<file path="src/rtl/fir_coeff_loader.sv">
// Coefficient writer: stages K taps from the host, then replays them as a gap-free,
// strobe-aligned burst on the FIR controller's update port. Optional FIR_COEFF_SYM_EN: symmetric (half) load.
module fir_coeff_loader #(
  parameter int BUF_DEPTH = 64
) (
  input  logic        iClk12M,
  input  logic        iRst,
  input  logic        iEnSample600k,
  input  logic        iLoadStart,
  input  logic [5:0]  iLoadNum,
  input  logic        iLoadAbort,
  input  logic        iCoeffValid,
  input  logic [15:0] iCoeffData,
  output logic        oCoeffReady,
  output logic        oCoeffUpdateFlag,
  output logic [5:0]  oAddrRam,
  output logic [15:0] oWrDtRam,
  output logic [5:0]  oNumOfCoeff,
  output logic        oBusy,
  output logic        oLoadDone,
  output logic        oLoadErr
);

  typedef enum logic [1:0] {IDLE, FILL, ARMED, BURST} stateT;

  stateT       rState;
  logic        rCool;
  logic [5:0]  rK;
  logic [6:0]  rKp;
  logic [5:0]  rWrIdx;
  logic [6:0]  rCnt;
  logic [15:0] coeffBuf [BUF_DEPTH];

  logic [5:0]  hNum;
  logic [6:0]  kpNext;
  logic [5:0]  rdIdx;
  logic [15:0] tapData;
  logic        accept;
  logic        lastWord;

`ifdef FIR_COEFF_SYM_EN
  logic [6:0] kPlusOne;
  assign kPlusOne = {1'b0, rK} + 7'd1;
  assign hNum     = kPlusOne[6:1];
`else
  assign hNum = rK;
`endif

  // Round K up to a whole number of 4-tap bank rows.
  assign kpNext   = ({1'b0, iLoadNum} + 7'd3) & 7'b111_1100;
  assign accept   = iCoeffValid & oCoeffReady;
  assign lastWord = (rWrIdx + 6'd1) == hNum;

  // Burst cycle j (j >= 1) presents index j-1; index 0 is also used on the arming strobe.
  assign rdIdx = (rState == BURST) ? (rCnt[5:0] - 6'd1) : 6'd0;

  always_comb begin
    // NOTE: every path assigns tapData first so no latch is inferred.
    tapData = '0;
    if (rdIdx < hNum) begin
      tapData = coeffBuf[rdIdx];
    end
`ifdef FIR_COEFF_SYM_EN
    else if (rdIdx < rK) begin
      tapData = coeffBuf[rK - 6'd1 - rdIdx];
    end
`endif
  end

  // NOTE: the staging buffer is deliberately not reset; it is always fully rewritten before use.
  always_ff @(posedge iClk12M) begin
    if (accept) begin
      coeffBuf[rWrIdx] <= iCoeffData;
    end
  end

  // NOTE: sequential state uses non-blocking assignments only, so the order of statements
  // below never changes what other registers see this cycle.
  always_ff @(posedge iClk12M) begin
    if (iRst) begin
      rState           <= IDLE;
      rCool            <= 1'b0;
      rK               <= '0;
      rKp              <= '0;
      rWrIdx           <= '0;
      rCnt             <= '0;
      oCoeffReady      <= 1'b0;
      oCoeffUpdateFlag <= 1'b0;
      oAddrRam         <= '0;
      oWrDtRam         <= '0;
      oNumOfCoeff      <= '0;
      oBusy            <= 1'b0;
      oLoadDone        <= 1'b0;
      oLoadErr         <= 1'b0;
    end else begin
      oLoadDone <= 1'b0;
      oLoadErr  <= 1'b0;
      if (iEnSample600k) begin
        rCool <= 1'b0;
      end

      case (rState)
        IDLE: begin
          if (iLoadStart) begin
            if (iLoadNum == 6'd0) begin
              oLoadErr <= 1'b1;
            end else begin
              rK          <= iLoadNum;
              rKp         <= kpNext;
              rWrIdx      <= '0;
              rState      <= FILL;
              oCoeffReady <= 1'b1;
              oBusy       <= 1'b1;
            end
          end
        end

        FILL: begin
          if (iLoadAbort) begin
            rState      <= IDLE;
            oCoeffReady <= 1'b0;
            oBusy       <= 1'b0;
          end else if (accept) begin
            rWrIdx <= rWrIdx + 6'd1;
            if (lastWord) begin
              rState      <= ARMED;
              oCoeffReady <= 1'b0;
            end
          end
        end

        ARMED: begin
          if (iLoadAbort) begin
            rState <= IDLE;
            oBusy  <= 1'b0;
          end else if (iEnSample600k && !rCool) begin
            rState           <= BURST;
            rCnt             <= 7'd1;
            oCoeffUpdateFlag <= 1'b1;
            oAddrRam         <= rdIdx;
            oWrDtRam         <= tapData;
            oNumOfCoeff      <= rK;
          end
        end

        BURST: begin
          if (rCnt <= rKp) begin
            // The cycle after the last flagged one keeps the final index for the controller's last write.
            oCoeffUpdateFlag <= (rCnt < rKp);
            oAddrRam         <= rdIdx;
            oWrDtRam         <= tapData;
            rCnt             <= rCnt + 7'd1;
          end else begin
            rState           <= IDLE;
            rCnt             <= '0;
            rCool            <= 1'b1;
            oCoeffUpdateFlag <= 1'b0;
            oAddrRam         <= '0;
            oWrDtRam         <= '0;
            oBusy            <= 1'b0;
            oLoadDone        <= 1'b1;
          end
        end

        default: rState <= IDLE;
      endcase
    end
  end

endmodule

</file>
<file path="config.mk">
export PLATFORM = sky130hd
export DESIGN_NAME = fir_coeff_loader
export DESIGN_NICKNAME = d
export VERILOG_FILES = /design/src/rtl/fir_coeff_loader.sv
export SDC_FILE = /design/constraint.sdc
export NUM_CORES = 1
export LEC_CHECK = 0
export BUFFER_PORTS_ARGS = -buffer_cell sky130_fd_sc_hd__buf_4
export CAP_MARGIN = 20
export CELL_PAD_IN_SITES_DETAIL_PLACEMENT = 1
export CELL_PAD_IN_SITES_GLOBAL_PLACEMENT = 2
export CORE_MARGIN = 10
export CORE_UTILIZATION = 35
export CTS_BUF_LIST = sky130_fd_sc_hd__clkbuf_16
export DETAILED_ROUTE_END_ITERATION = 6
export PLACE_DENSITY = 0.65
export SYNTH_ARGS = -nofsm -noshare
export SYNTH_HDL_FRONTEND = slang
export SYNTH_SLANG_ARGS = --single-unit
export TNS_END_PERCENT = 20
</file>
<file path="constraint.sdc">
create_clock -name iClk12M -period 6.7 [get_ports iClk12M]
set_clock_uncertainty 0.15 [all_clocks]
set_input_delay 0.67 -clock iClk12M [delete_from_list [all_inputs] [get_ports iClk12M]]
set_output_delay 0.67 -clock iClk12M [all_outputs]
set_load 0.05 [all_outputs]
</file>
==> flow_metrics.py <==
metrics = {
    "yosys": {
        "synthArstFlopShare": 0,
        "synth_cells": 2865,
        "synth_ff_type": "sky130_fd_sc_hd__edfxtp_1",
        "synthDominantAreaCellType": "sky130_fd_sc_hd__edfxtp_1",
        "synth_edf_count": 1024,
        "ys_ff_latch": 1084,
        "synth-warning-count": 0,
        "synth.cell_area_um2": 43700,
        "synth_top_area_share": 0.704,
        "synth_seq_area_share": 0.731,
        "mappedNetlistNets": 2911,
        "synthesis.area_per_instance_um2": 15.3,
        "yosys.cell_types.count": 73,
        "ys_top_cells_by_area": "sky130_fd_sc_hd__edfxtp_1 70%, sky130_fd_sc_hd__mux4_2 3.5%, sky130_fd_sc_hd__mux2i_1 2.9%",
    },
    "die": {
        "initial_core_util": 0.353,
        "num_io_pins": 61,
        "design.die.area_um2": 139000,
        "die_x_um": 373,
        "core_area_um2": 124000,
        "die_height_um": 373,
        "rows": 129,
    },
    "setup_path": {
        "crit_chain": "buf_12 -> o31a_1 -> o21ai_2 -> buf_4 -> inv_2 -> buf_4 -> nand2_1 -> buf_4 -> a31oi_1 -> o41ai_1 -> o221a_2 -> a32o_1",
        "crit_buf_inv": 5,
        "critical_path.reg2reg.startpoint": "rCnt[0]",
        "timing.reg2reg.setup_slack_ns": 1.34,
        "crit_start": "rCnt[0]",
        "critical_path.startpoint_type": "register",
        "cp_common_cell": "sky130_fd_sc_hd__buf_4",
        "crit_family": "compound AO/OA/AOI/OAI gates",
        "crit_slowest_cell": "sky130_fd_sc_hd__o41ai_1",
        "path_class": "reg2reg",
        "crit_path_max_fanout": 123,
        "slowest_delay_ns": 0.98,
        "cp.required_ns": 7.20,
        "endpoint_kind": "register",
        "worst_ep_arrival_time_ns": 5.86,
    },
    "timing": {
        "grt_setup_unrepaired": "false",
        "whs_ns": 0.0873,
        "min_period_over_period": 0.799,
        "timing.final.ws_setup_ns": 1.34,
        "hold_viol_final": 0,
        "max_freq_ghz": 0.187,
        "layout_min_cycle_time_ns": 5.36,
        "setup-tns-final_ns": 0,
        "max_slew_margin": 0.262,
        "final-max-slew-violation-count": 0,
        "worstMarginPinSlew_ns": 1.11,
        "setup_violations": 0,
    },
    "layout": {
        "multi_input_comb_area_um2": 10900,
        "final_common_cell": "sky130_fd_sc_hd__edfxtp_1",
        "nNetsFinal": 3005,
        "syn2layout_area_growth_pct": 14.5,
        "nFillCells": 12400,
        "layout.core_utilization": 0.404,
        "final_layout_size_suffix_gt1_frac": 0.153,
        "layout.area.seq_um2": 32000,
        "most_frequent_cells_in_the_layout": "1024 x sky130_fd_sc_hd__edfxtp_1, 274 x sky130_fd_sc_hd__nand2_1, 167 x sky130_fd_sc_hd__buf_4",
        "final_cell_area_um2": 50100,
    },
    "drt": {
        "detailroute.via_count": 26700,
        "dr.pass1.iters": 5,
        "drt_drc": 0,
        "routed_wl_um": 139000,
        "postRouteAntennaNets": 0,
        "vias_per_cell": 5.68,
        "dr_wl_cell_um": 29.6,
        "drt_first_iter_violations": 3001,
    },
    "global_routing": {
        "grt_start_max_net_pins": 124,
        "first_global_vias": 27400,
        "grt_ovf": 0,
        "grt_first_pass_wirelength_um": 200000,
        "total_global_routing_track_utilization": 0.193,
        "antenna_found_initial": 4,
    },
    "cts": {
        "ctsResizeCount": 0,
        "cts-hold-fix-buffers": 0,
        "worst_skew_pair.late_latency_ns": 0.71,
        "clk_buf_depth": 3,
        "cts_tree": "done",
        "clock_net_sink_count": 1084,
        "path_clk_slew_ns": 0.06,
        "cts_made_buffers": 117,
        "cts_htree_levels": 3,
        "ctsRootBufferMaster": "sky130_fd_sc_hd__clkbuf_16",
        "post_cts_setup_driven_buffer_insertion_count": 0,
    },
    "placed_design": {
        "preCtsSetupSlack_ns": 1.56,
        "hpwlAfterDp_um": 82100,
        "dpl_cell_area_um2": 46400,
        "buffer_ports.inserted": 60,
        "gpl.final_weighted_congestion": 0.798,
    },
    "flow_run": {
        "maxCapViolations": 0,
    },
    "power_and_ir_drop": {
        "power_density_nw_per_um2": 281,
        "power_leakage_uw": 0.0164,
        "power.ir.vdd_worst_mv": 0.202,
    },
    "min_path": {
        "hold_class": "in2reg",
        "hold_path_origin": "iLoadNum[5]",
    },
    "outcome": {
        "status": "finished clean",
    },
}
## metrics by stage
step	power, µW	instances
6_report	14100	4698
5_1_grt	14500	4697
4_1_cts	14200	4696
3_5_place_dp	8010	4476
3_3_place_gp	7990	4473
2_1_floorplan	7760	2865
## layer usage
layer | GRT usage | wire [µm]
met1 | 0.271 | 62200
met4 | 0.0620 | 3970
met3 | 0.0410 | 10100
met2 | 0.298 | 62900
met5 | 0 | 13
## cells by family (layout without fill, tap and decap cells)
family | after synthesis | count (layout) | share of synthesized area
xor gates and xnor gates | 18 | 18 | 0.00378
and+or+nand+nor | 660 | 660 | 0.0673
buffers and inverters | 226 | 421 | 0.0210
adders and majority gates | 18 | 18 | 0.00515
muxes | 233 | 233 | 0.0737
other | 0 | 1 | 0
AOI/OAI and AO/OA | 626 | 626 | 0.0978
DFF | 1084 | 1084 | 0.731
## report_power, final
part / leakage (µW) / switching [µW] / internal [µW] / total, µW
clock: 0.00187 / 2690 / 3520 / 6210
combinational: 0.00487 / 318 / 103 / 421
sequential: 0.00969 / 20.1 / 7420 / 7440
total: 0.0164 / 3020 / 11000 / 14100
## tightest hold or removal path: cells and delay by family
kind | cells | cell delay (ns)
AOI/OAI and AO/OA | 1 | 0.05
buffers and inverters | 1 | 0.13
and+or+nand+nor | 1 | 0.05
## cell type report
type,count,area share
Clock inverter,102,0.0142
Antenna cell,1,0.0000500
Clock buffer,118,0.0590
Tap cell,1637,0.0409
Sequential cell,1084,0.638
Multi-Input combinational cell,1555,0.218
Timing Repair Buffer,171,0.0266
Inverter,30,0.00240
## sequential cells by signal, summed over array words and instances (netlist names)
register and flops:
oNumOfCoeff 6, rState 2, oBusy 1, oLoadErr 1, oWrDtRam 16, oCoeffReady 1, oCoeffUpdateFlag 1, rKp 5
rCnt 7, rWrIdx 6, coeffBuf 1024, oAddrRam 6, rCool 1, hNum 6, oLoadDone 1
## cells in the mapped netlist, types with 27 or more instances
cell and number:
sky130_fd_sc_hd__a21o_1 43, sky130_fd_sc_hd__a21oi_1 105, sky130_fd_sc_hd__a22oi_1 27, sky130_fd_sc_hd__a31oi_1 31, sky130_fd_sc_hd__a32oi_1 43, sky130_fd_sc_hd__buf_1 36, sky130_fd_sc_hd__clkbuf_1 131, sky130_fd_sc_hd__dfxtp_1 60
sky130_fd_sc_hd__edfxtp_1 1024, sky130_fd_sc_hd__inv_1 28, sky130_fd_sc_hd__mux2_2 41, sky130_fd_sc_hd__mux2i_1 125, sky130_fd_sc_hd__mux4_2 67, sky130_fd_sc_hd__nand2_1 275, sky130_fd_sc_hd__nand3_1 72, sky130_fd_sc_hd__nor2_1 161
sky130_fd_sc_hd__nor3_1 41, sky130_fd_sc_hd__o21ai_0 86, sky130_fd_sc_hd__o221ai_1 30, sky130_fd_sc_hd__o22ai_1 99, sky130_fd_sc_hd__or3_1 39
## worst paths after layout
check | end | cells after the start
setup reg to reg | oWrDtRam[10] | 12
hold reg to reg | oAddrRam[1] | 2
hold / removal | hNum[5] | 3
setup / recovery | oWrDtRam[10] | 12
No activity file was read; power rests on OpenSTA's default activity.
